<file path="src/rtl/ccff_frame_loader.sv">
// Serial configuration frame loader: shifts a frame into a chain register, checks
// even parity, and atomically commits it to a shadow register driving mux selects.
module ccff_frame_loader #(
  parameter int unsigned NUM_BITS  = 16,
  parameter bit          PARITY_EN = 1'b1
) (
  input  logic                prog_clk,
  input  logic                prog_reset_n,
  input  logic                cfg_start,
  input  logic                cfg_bit_valid,
  input  logic                cfg_bit,
  output logic                cfg_ready,
  output logic [0:NUM_BITS-1] mem_out,
  output logic [0:NUM_BITS-1] mem_outb,
  output logic                ccff_tail,
  output logic                cfg_done,
  output logic                cfg_err
);

  localparam int unsigned CNT_W = (NUM_BITS > 1) ? $clog2(NUM_BITS) : 1;

  typedef enum logic [1:0] {IDLE, SHIFT, PARITY, COMMIT} state_e;

  state_e              state_q, state_d;
  logic [CNT_W-1:0]    count_q, count_d;
  logic [0:NUM_BITS-1] sr_q, sr_d;
  logic [0:NUM_BITS-1] mem_q, mem_d;
  logic [0:NUM_BITS-1] memb_q;
  logic                pbit_q, pbit_d;
  logic                tail_q, tail_d;
  logic                done_q, done_d;
  logic                err_q, err_d;
  logic                ready_q;
  logic                accept;
  logic                last_bit;
  logic                parity_ok;

  assign accept    = ready_q && cfg_bit_valid;
  assign last_bit  = (count_q == CNT_W'(NUM_BITS - 1));
  assign parity_ok = !PARITY_EN || ((^sr_q ^ pbit_q) == 1'b0);

  // Next-state: cfg_start outranks a same-cycle bit in SHIFT/PARITY, ignored in COMMIT.
  always_comb begin
    state_d = state_q;
    count_d = count_q;
    sr_d    = sr_q;
    mem_d   = mem_q;
    pbit_d  = pbit_q;
    tail_d  = tail_q;
    done_d  = 1'b0;
    err_d   = 1'b0;
    case (state_q)
      IDLE: begin
        if (cfg_start) begin
          state_d = SHIFT;
          count_d = '0;
        end
      end
      SHIFT: begin
        if (cfg_start) begin
          count_d = '0;
        end else if (accept) begin
          sr_d   = {sr_q[1:NUM_BITS-1], cfg_bit};
          tail_d = sr_q[0];
          if (last_bit) begin
            state_d = PARITY_EN ? PARITY : COMMIT;
          end else begin
            count_d = count_q + CNT_W'(1);
          end
        end
      end
      PARITY: begin
        if (cfg_start) begin
          state_d = SHIFT;
          count_d = '0;
        end else if (accept) begin
          pbit_d  = cfg_bit;
          state_d = COMMIT;
        end
      end
      COMMIT: begin
        state_d = IDLE;
        if (parity_ok) begin
          mem_d  = sr_q;
          done_d = 1'b1;
        end else begin
          err_d = 1'b1;
        end
      end
      default: state_d = IDLE;
    endcase
  end

  always_ff @(posedge prog_clk or negedge prog_reset_n) begin
    if (!prog_reset_n) begin
      state_q <= IDLE;
      count_q <= '0;
      sr_q    <= '0;
      mem_q   <= '0;
      memb_q  <= '1;
      pbit_q  <= 1'b0;
      tail_q  <= 1'b0;
      done_q  <= 1'b0;
      err_q   <= 1'b0;
      ready_q <= 1'b0;
    end else begin
      state_q <= state_d;
      count_q <= count_d;
      sr_q    <= sr_d;
      mem_q   <= mem_d;
      memb_q  <= ~mem_d;
      pbit_q  <= pbit_d;
      tail_q  <= tail_d;
      done_q  <= done_d;
      err_q   <= err_d;
      ready_q <= (state_d == SHIFT) || (state_d == PARITY);
    end
  end

  assign cfg_ready = ready_q;
  assign mem_out   = mem_q;
  assign mem_outb  = memb_q;
  assign ccff_tail = tail_q;
  assign cfg_done  = done_q;
  assign cfg_err   = err_q;

endmodule

</file>
<file path="config.mk">
export PLATFORM = sky130hd
export DESIGN_NAME = ccff_frame_loader
export DESIGN_NICKNAME = d
export VERILOG_FILES = /design/src/rtl/ccff_frame_loader.sv
export SDC_FILE = /design/constraint.sdc
export NUM_CORES = 1
export LEC_CHECK = 0
export BUFFER_PORTS_ARGS = -buffer_cell sky130_fd_sc_hd__buf_2
export CORE_UTILIZATION = 47
export CTS_BUF_LIST = sky130_fd_sc_hd__clkbuf_4
export CTS_CLUSTER_SIZE = 20
export DETAILED_ROUTE_END_ITERATION = 12
export MAX_ROUTING_LAYER = met4
export PLACE_DENSITY = 0.74
export SLEW_MARGIN = 20
export SYNTH_ARGS = -nofsm -noshare
export SYNTH_HDL_FRONTEND = slang
export SYNTH_SLANG_ARGS = --single-unit
</file>
<file path="constraint.sdc">
create_clock -name prog_clk -period 5.6 [get_ports prog_clk]
set_input_delay 1.12 -clock prog_clk [delete_from_list [all_inputs] [get_ports prog_clk]]
set_output_delay 1.12 -clock prog_clk [all_outputs]
set_load 0.01 [all_outputs]
</file>
After elaboration in Yosys (flattened, before gate mapping) --
Cells that the tools add are included.
Cells by class: bitwise logic cells 3, reductions and logical operators 9, mux-type cells 18, equality and inequality tests 9, add/subtract/negate cells 1
Operator list (count):
- $mux W16 | 2
- $mux W4 | 4
- $not A16 Y16 | 1
- $reduce_xor A16 Y1 | 1
- $mux W2 | 6
- $pmux W2 S4 | 1
- $pmux W4 S2 | 1
- $eq A2 B2 Y1 const B | 3
- $ne A3 B3 Y1 const B | 2
- $reduce_and A3 Y1 | 2
- $add A4 B1 Y4 const B | 1
- $eq A2 B1 Y1 const B | 2
- $eq A4 B4 Y1 const B | 1
- $mux W1 | 4
- $reduce_and A4 Y1 | 1
- $logic_not A2 Y1 | 1
- $ne A2 B1 Y1 const B | 1
- $reduce_bool A2 Y1 | 1
- $reduce_or A2 Y1 | 1
- $logic_and A1 B1 Y1 | 1
- $logic_or A1 B1 Y1 | 1
- $not A1 Y1 | 1
- $xor A1 B1 Y1 | 1
Word-level totals: word-level logic and storage cells 50, output and inout port bits 36, flip-flop bits (word level) 59, bits of input ports 5

Depth between registers and ports, before layout --
Gate-level depths: netlist of the first run.
word-level depth 7, gate-level depth with buffers 6, mapped depth without buffers 6

Worst setup path after synthesis of the first run --
OpenSTA, ideal clock, no wires.
path type input port to flip-flop, start input port cfg_start, end register sr_q[15] (netlist name), data arrival time 2.538 ns, cell stages on the path 4, path buffers 2, library setup time 0.125 ns, slack 2.938 ns, required time 5.475 ns, path through clkbuf_1 nor3_2 clkbuf_1 mux2_2
Between the ends: word-level cells in the longest chain between the ends 2
Ends and longest elaborated chain:
- start: declaration | RTL line 9 | input logic cfg_start,
- $not A1 Y1 (no line)
- $reduce_and A3 Y1 (no line)
- end signal: assignment | RTL line 109 | sr_q <= sr_d;
- end: declaration | RTL line 26 | logic [0:NUM_BITS-1] sr_q, sr_d;
Every way passes these cells. A chain may end at the register's enable or synchronous reset.

Worst setup path in the final report of the first run --
start register sr_q[14] (netlist name), end register mem_q, in the netlist mem_out[10]
Between the ends: word-level cells in the longest chain between the ends 4
Ends and longest elaborated chain:
- $reduce_xor A16 Y1 | RTL line 40 | assign parity_ok = !PARITY_EN || ((^sr_q ^ pbit_q) == 1'b0);
- $xor A1 B1 Y1 | RTL line 40
- $mux W16 | RTL line 83 | if (parity_ok) begin
- $mux W16 | RTL line 52 | case (state_q)
- named net mem_d (one bit) | RTL line 27 | logic [0:NUM_BITS-1] mem_q, mem_d;
- end signal: assignment | RTL line 110 | mem_q <= mem_d;
- end: declaration | RTL line 27
The timed path passes the listed nets, and every way through them passes these cells.

==> results of run 1 <==
[cell families after synthesis]
logic type / synth area share
adder cells (fa/ha/maj): 0.00508
AO/OA/AOI/OAI: 0.0335
XOR/XNOR: 0.0716
flip-flops: 0.607
AND/OR/NAND/NOR: 0.0365
multiplexers: 0.229
buffers and inverters: 0.0168
[report_power, final]
group / internal [µW] / switching, µW
Sequential: 475 / 65.5
Clock: 102 / 139
Combinational: 235 / 123
[final timing paths]
check,from,endpoint,slack [ns],cells past startpoint
worst min register to register,mem_out[10]$_DFF_PN0_,mem_outb[10]$_DFF_PN1_,0.43,1
worst max register to register,sr_q[14]$_DFFE_PN0P_,mem_out[10]$_DFF_PN0_,2.86,6
max in group asynchronous,prog_reset_n,mem_out[8]$_DFF_PN0_,4.28,2
worst min-delay path,mem_out[10]$_DFF_PN0_,mem_outb[10]$_DFF_PN1_,0.43,1
worst max-delay path,sr_q[14]$_DFFE_PN0P_,mem_out[10]$_DFF_PN0_,2.86,6
min in group asynchronous,prog_reset_n,cfg_done$_DFF_PN0_,0.84,2
[registers in the layout, indices dropped and copies added (netlist names), 2 cells and up]
signal    flops
mem_out      16
mem_outb     16
sr_q         16
count_q       4
state_q       2
[cells in the mapped netlist]
master and count:
o21ai_0 3, nand2b_1 2, buf_6 2, o31a_1 1, or3_1 1, mux2i_1 16
a21o_1 1, xnor2_1 10, xor2_1 3, mux2_2 21, a32o_1 1, dfstp_2 16
xnor3_1 1, xnor3_2 1, mux2_1 13, nor2_1 1, nor3_2 1, clkbuf_1 2
mux2i_4 1, a21oi_1 5, nand2_1 4, a41oi_1 1, nand3b_1 1, nor2b_1 2
o21a_1 1, nand3_1 2, xnor2_2 1, nor3b_1 1, dfrtp_1 43, inv_1 1
nor3_1 1, buf_4 1, ha_1 1
[stage by stage]
| stage | hold slack [ns] | cell area, µm² |
|---|---|---|
| floorplan | 0.456 | 2460 |
| global placement | 0.419 | 2730 |
| detailed placement | 0.430 | 2730 |
| CTS | 0.443 | 2840 |
| global route | 0.471 | 2840 |
| finish | 0.435 | 2840 |
[layout make-up]
class	instances	area, µm²	area share
clock buffer	12	90.1	0.0317
sequential	59	1500	0.527
timing repair buffer	43	223	0.0784
multi-input combinational	97	927	0.326
clock inverter	4	17.5	0.00616
inverter	1	3.75	0.00132
tap	67	83.8	0.0295
[routing by layer]
layer	part of all wire	wire length, µm	vias to the layer above	track usage
li1	-	-	679	-
met1	0.45	1760	722	0.196
met2	0.48	1870	32	0.254
met3	0.050	193	5	0.0691
met4	0.016	61	0	0.0818
met5	0	0	-	-
[critical path: cells and delay by family (launching register included)]
family	cells	cell delay, ns
buffers and inverters	1	0.39
flip-flops	1	0.44
multiplexers	2	0.89
XOR/XNOR	3	0.90
==> summary.md, run 1 <==
| Metric | Value |
|---|---|
| Core area | `between 4000 and 5000 µm²` |
| Drt drc | `0` |
| Final #Nets | `217` |
| Maximum vdd drop | `234 µV` |
| Final WS setup | `approximately 2.9 ns` |
| Post-Syn Nets | `168` |
| Max Cap Viol | `0` |
| Dominant cells by area after synthesis | `dfrtp_1 44%, dfstp_2 17%, mux2_2 9.6%` |
| Most common cell after layout, fill and taps aside | `dfrtp_1` |
| CP max stage cell | `mux2i_4` |
| Period minus WS final | `~2.7 ns` |
| Wirelength, routed | `3.89 mm` |
| Final Core Density | `0.582` |
| TritonCTS clock tree | `yes` |
| Synth warn | `0` |
| Vias | `approximately 1400` |
| Synthesized flop and latch total | `~60` |
| Initial drt markers | `35` |
| P_leak | `roughly 0.0015 µW` |
| Register area share after synthesis | `0.607` |
| FMAX | `365 MHz` |
| Initial Util | `0.505` |
| # setup viols final | `0` |
| Slew HR | `0.530` |
| PortBufs | `40` |
| Initial antenna violation count | `0` |
| # hold bufs at CTS | `0` |
| Pin count of the biggest net entering global routing | `60` |
| Arr. time, crit path | `a little over 3 ns` |
| Largest area contributor in the netlist | `dfrtp_1` |
| Post-route ant nets | `0` |
| Synthesis-to-finish area growth | `15.3%` |
| Cells along the critical path | `xor2_1, xnor2_1, xnor3_2, mux2i_4, buf_4, mux2_2` |
| Commonest non-fill, non-tap cells in the layout | `43 x dfrtp_1, 40 x buf_2, 21 x mux2_2` |
| Setup Buffers After CTS | `0` |
| CTS Buffer Depth | `2` |
| CTS sink cnt | `a little under 60` |
| PnR Total Power | `approximately 1100 µW` |
| First-pass GRT wire length | `roughly 6.5 mm` |
| Layout cell share with drive strength beyond 1 | `0.454` |
| Rows | `25` |
| Final Hold Fails | `0` |
| RSZ-0062 raised after global routing | `no` |
| I/O Pins | `41` |
| Die Area | `between 5000 and 6000 µm²` |
| Status | `finished clean` |
| WP data required | `just under 6 ns` |
| Worst hold path type | `register to register` |
| Vias per inst | `just over 5` |
| Top cell type's share of synthesized area | `0.437` |
| Avg Cell Area, Syn | `roughly 15 µm²` |
| CTS buffer count | `9` |
| FILL cells | `417` |
| Number of global-route vias before repair | `around 1400` |
| H-tree depth | `3` |
| Setup WS pre-CTS | `2.83 ns` |
| Crit Path Max Fanout | `19` |
| DPL Wire Length | `around 2.6 mm` |
| Clock Pin Slew Worst Setup and Hold Paths | `~0.090 ns` |
| Cells after synthesis | `around 160` |
| Dpl cells | `about 270` |
| GPL Wtd Cong | `around 0.76` |
| Cts repair resizes | `0` |
| Max Clock Skew | `about 0.0074 ns` |
| Total negative slack | `0 ns` |
| Ant diodes | `0` |
| All-Layer GR Usage | `0.169` |
| Mapped Area | `~2500 µm²` |
| Pwr Density | `about 400 nW/µm²` |
| Critical path class | `register to register` |
| Non-filler instance count after layout | `~280` |
| Worst setup EP type | `register` |
| Die width | `74.4 µm` |
| Worst Setup Start Kind | `register` |
| Routed length per instance | `roughly 14 µm` |
| Die Ht | `between 70 and 80 µm` |
| Final global-route overflow total | `0` |
| Clock Latency Late Sink | `0.39 ns` |
| Slowest cell delay on critical path | `roughly 0.52 ns` |
| CTS root buffer | `clkbuf_4` |
| Tcrit/Tclk final | `0.489` |
| Least-Margin Pin Slew | `0.705 ns` |
| Slew Viols, Final | `0` |
| Drt first pass iters | `4` |
| Synth unique cells | `33` |
No activity file was read; power rests on OpenSTA's default activity.
==> inputs of run 2 (changes only) <==
==> constraint.sdc (replaced) <==
create_clock -name prog_clk -period 2.6 [get_ports prog_clk]
set_input_delay 0.52 -clock prog_clk [delete_from_list [all_inputs] [get_ports prog_clk]]
set_output_delay 0.52 -clock prog_clk [all_outputs]
set_load 0.01 [all_outputs]
==> run 2 against run 1 <==
First-iteration DRC count rose by 100%. Cell area rose by 1.3%. Maximum frequency rose by 22%. Power rose by 120%. Largest power group unchanged.
==> summary.md, run 2 (synthesized netlist as in run 1, its figures left out) <==
| Metric | Value |
|---|---|
| Initial drt markers | `70 (was 35)` |
| CTS root buffer | `clkbuf_4 (unchanged)` |
| CTS sink cnt | `59 (unchanged)` |
| Rows | `25 (unchanged)` |
| Footprint of the multi-input gates | `927 µm² (unchanged)` |
| Final #Nets | `219 (was 217)` |
| Combinational power share | `0.311 (was 0.314)` |
| Post-route ant nets | `0 (unchanged)` |
| Routed length per instance | `14.0 µm (was 13.7 µm)` |
| Initial antenna violation count | `0 (unchanged)` |
| Wirelength, routed | `3.99 mm (was 3.89 mm)` |
| Switch share | `0.283 (was 0.288)` |
| Worst R2R End | `mem_out[0]$_DFF_PN0_ (was mem_out[10]$_DFF_PN0_)` |
| Arr. time, crit path | `2.52 ns (was 3.02 ns)` |
| # hold bufs at CTS | `0 (unchanged)` |
| R2R Setup Slk | `0.35 ns (was 2.86 ns)` |
| Ant diodes | `0 (unchanged)` |
| DPL Wire Length | `2.86 mm (was 2.63 mm)` |
| FF/Latch Area | `1500 µm² (unchanged)` |
| Synthesis-to-finish area growth | `16.8% (was 15.3%)` |
| PortBufs | `40 (unchanged)` |
| Max Cap Viol | `0 (unchanged)` |
| Cells along the critical path | `xor2_1, xnor2_1, xnor3_2, mux2i_4, buf_4, mux2_2 (unchanged)` |
| TritonCTS clock tree | `yes (unchanged)` |
| Drt drc | `0 (unchanged)` |
| Final Core Density | `0.590 (was 0.582)` |
| Layout cell share with drive strength beyond 1 | `0.468 (was 0.454)` |
| Vias | `1414 (was 1438)` |
| R2R Path Start | `sr_q[14]$_DFFE_PN0P_ (unchanged)` |
| Total negative slack | `0 ns (unchanged)` |
| Die Area | `5540 µm² (unchanged)` |
| CTS buffer count | `9 (unchanged)` |
| Pin count of the biggest net entering global routing | `31 (was 60)` |
| Least-Margin Pin Slew | `0.685 ns (was 0.705 ns)` |
| Die Ht | `74.4 µm (unchanged)` |
| Core area | `4880 µm² (unchanged)` |
| FMAX | `445 MHz (was 365 MHz)` |
| Pwr Density | `868 nW/µm² (was 401 nW/µm²)` |
| GPL Wtd Cong | `0.759 (was 0.764)` |
| Clock Pin Slew Worst Setup and Hold Paths | `0.09 ns (about the same)` |
| First-pass GRT wire length | `6.69 mm (was 6.53 mm)` |
| H-tree depth | `3 (unchanged)` |
| Final global-route overflow total | `0 (unchanged)` |
| NetSw | `707 µW (was 328 µW)` |
| RSZ-0062 raised after global routing | `no (unchanged)` |
| Max Clock Skew | `0.0126 ns (was 0.00735 ns)` |
| Worst Setup Start Kind | `register (unchanged)` |
| Setup Buffers After CTS | `0 (unchanged)` |
| Worst Path Buf+Inv | `1 (unchanged)` |
| Vias per inst | `4.96 (was 5.08)` |
| Min Hold Slack | `0.170 ns (was 0.435 ns)` |
| Worst r2r path cells | `6 (unchanged)` |
| Critical path class | `register to register (unchanged)` |
| Crit Path Max Fanout | `16 (was 19)` |
| # setup viols final | `0 (unchanged)` |
| I/O Pins | `41 (unchanged)` |
| P_int | `1790 µW (was 812 µW)` |
| CP max stage cell | `xnor3_2 (was mux2i_4)` |
| FILL cells | `398 (was 417)` |
| Die width | `74.4 µm (unchanged)` |
| Clock share of power | `0.220 (was 0.212)` |
| Worst hold path type | `primary input to asynchronous set/reset pin (was register to register)` |
| Number of global-route vias before repair | `1443 (was 1445)` |
| Period minus WS final | `2.25 ns (was 2.74 ns)` |
| Maximum vdd drop | `460 µV (was 234 µV)` |
| Worst path top cell family by delay | `XOR/XNOR gates (unchanged)` |
| Tcrit/Tclk final | `0.864 (was 0.489)` |
| Slew HR | `0.544 (was 0.530)` |
| Clock Latency Late Sink | `0.38 ns (was 0.39 ns)` |
| CTS Buffer Depth | `2 (unchanged)` |
| Status | `finished clean (unchanged)` |
| Initial Util | `0.505 (unchanged)` |
| Slew Viols, Final | `0 (unchanged)` |
| Final Hold Fails | `0 (unchanged)` |
| Most common cell after layout, fill and taps aside | `dfrtp_1 (unchanged)` |
| Sequential power share | `0.469 (was 0.474)` |
| P_leak | `0.00148 µW (was 0.00146 µW)` |
| All-Layer GR Usage | `0.174 (was 0.169)` |
| WP data required | `2.87 ns (was 5.89 ns)` |
| Drt first pass iters | `4 (unchanged)` |
| Commonest non-fill, non-tap cells in the layout | `43 x dfrtp_1, 40 x buf_2, 21 x mux2_2 (unchanged)` |
| Cts repair resizes | `0 (unchanged)` |
| Slowest cell delay on critical path | `0.49 ns (was 0.52 ns)` |
| Worst setup EP type | `register (unchanged)` |
## run 2: worst max-delay path by stage
stage,start,endpoint,cells past startpoint
floorplan,sr_q[5]$_DFFE_PN0P_,mem_out[11]$_DFF_PN0_,6
global placement,sr_q[5]$_DFFE_PN0P_,mem_out[0]$_DFF_PN0_,6
detailed placement,sr_q[14]$_DFFE_PN0P_,mem_out[0]$_DFF_PN0_,6
CTS,sr_q[14]$_DFFE_PN0P_,mem_out[7]$_DFF_PN0_,6
global route,sr_q[14]$_DFFE_PN0P_,mem_out[3]$_DFF_PN0_,6
finish,sr_q[14]$_DFFE_PN0P_,mem_out[0]$_DFF_PN0_,6
## run 2: area by class of cell
class,instances,share of cell area
Sequential cell,59,0.520
Multi-Input combinational cell,97,0.322
Timing Repair Buffer,45,0.0869
Clock buffer,15,0.0391
Tap cell,67,0.0291
Clock inverter,1,0.00174
Inverter,1,0.00130
## run 2: stage by stage
step	cell area, µm²	setup WS [ns]	total power (µW)	instances
after global placement	2760	0.441	1950	269
after CTS	2880	0.330	2540	285
after floorplan	2460	0.527	1840	162
final	2880	0.355	2500	285
after global routing	2880	0.243	2650	285
after detailed placement	2760	0.371	1980	269
## run 2: power by group through the flow
stage	registers [µW]	logic, µW	clock network [µW]
floorplan	1140	698	0
global placement	1180	769	0
detailed placement	1190	788	0
CTS	1170	791	572
global route	1200	836	613
finish	1170	778	550
## run 2: routing by layer
metal	wire length, µm	global-route usage
met5	0	-
met4	66	0.0818
met3	191	0.0583
met2	1860	0.262
met1	1870	0.210
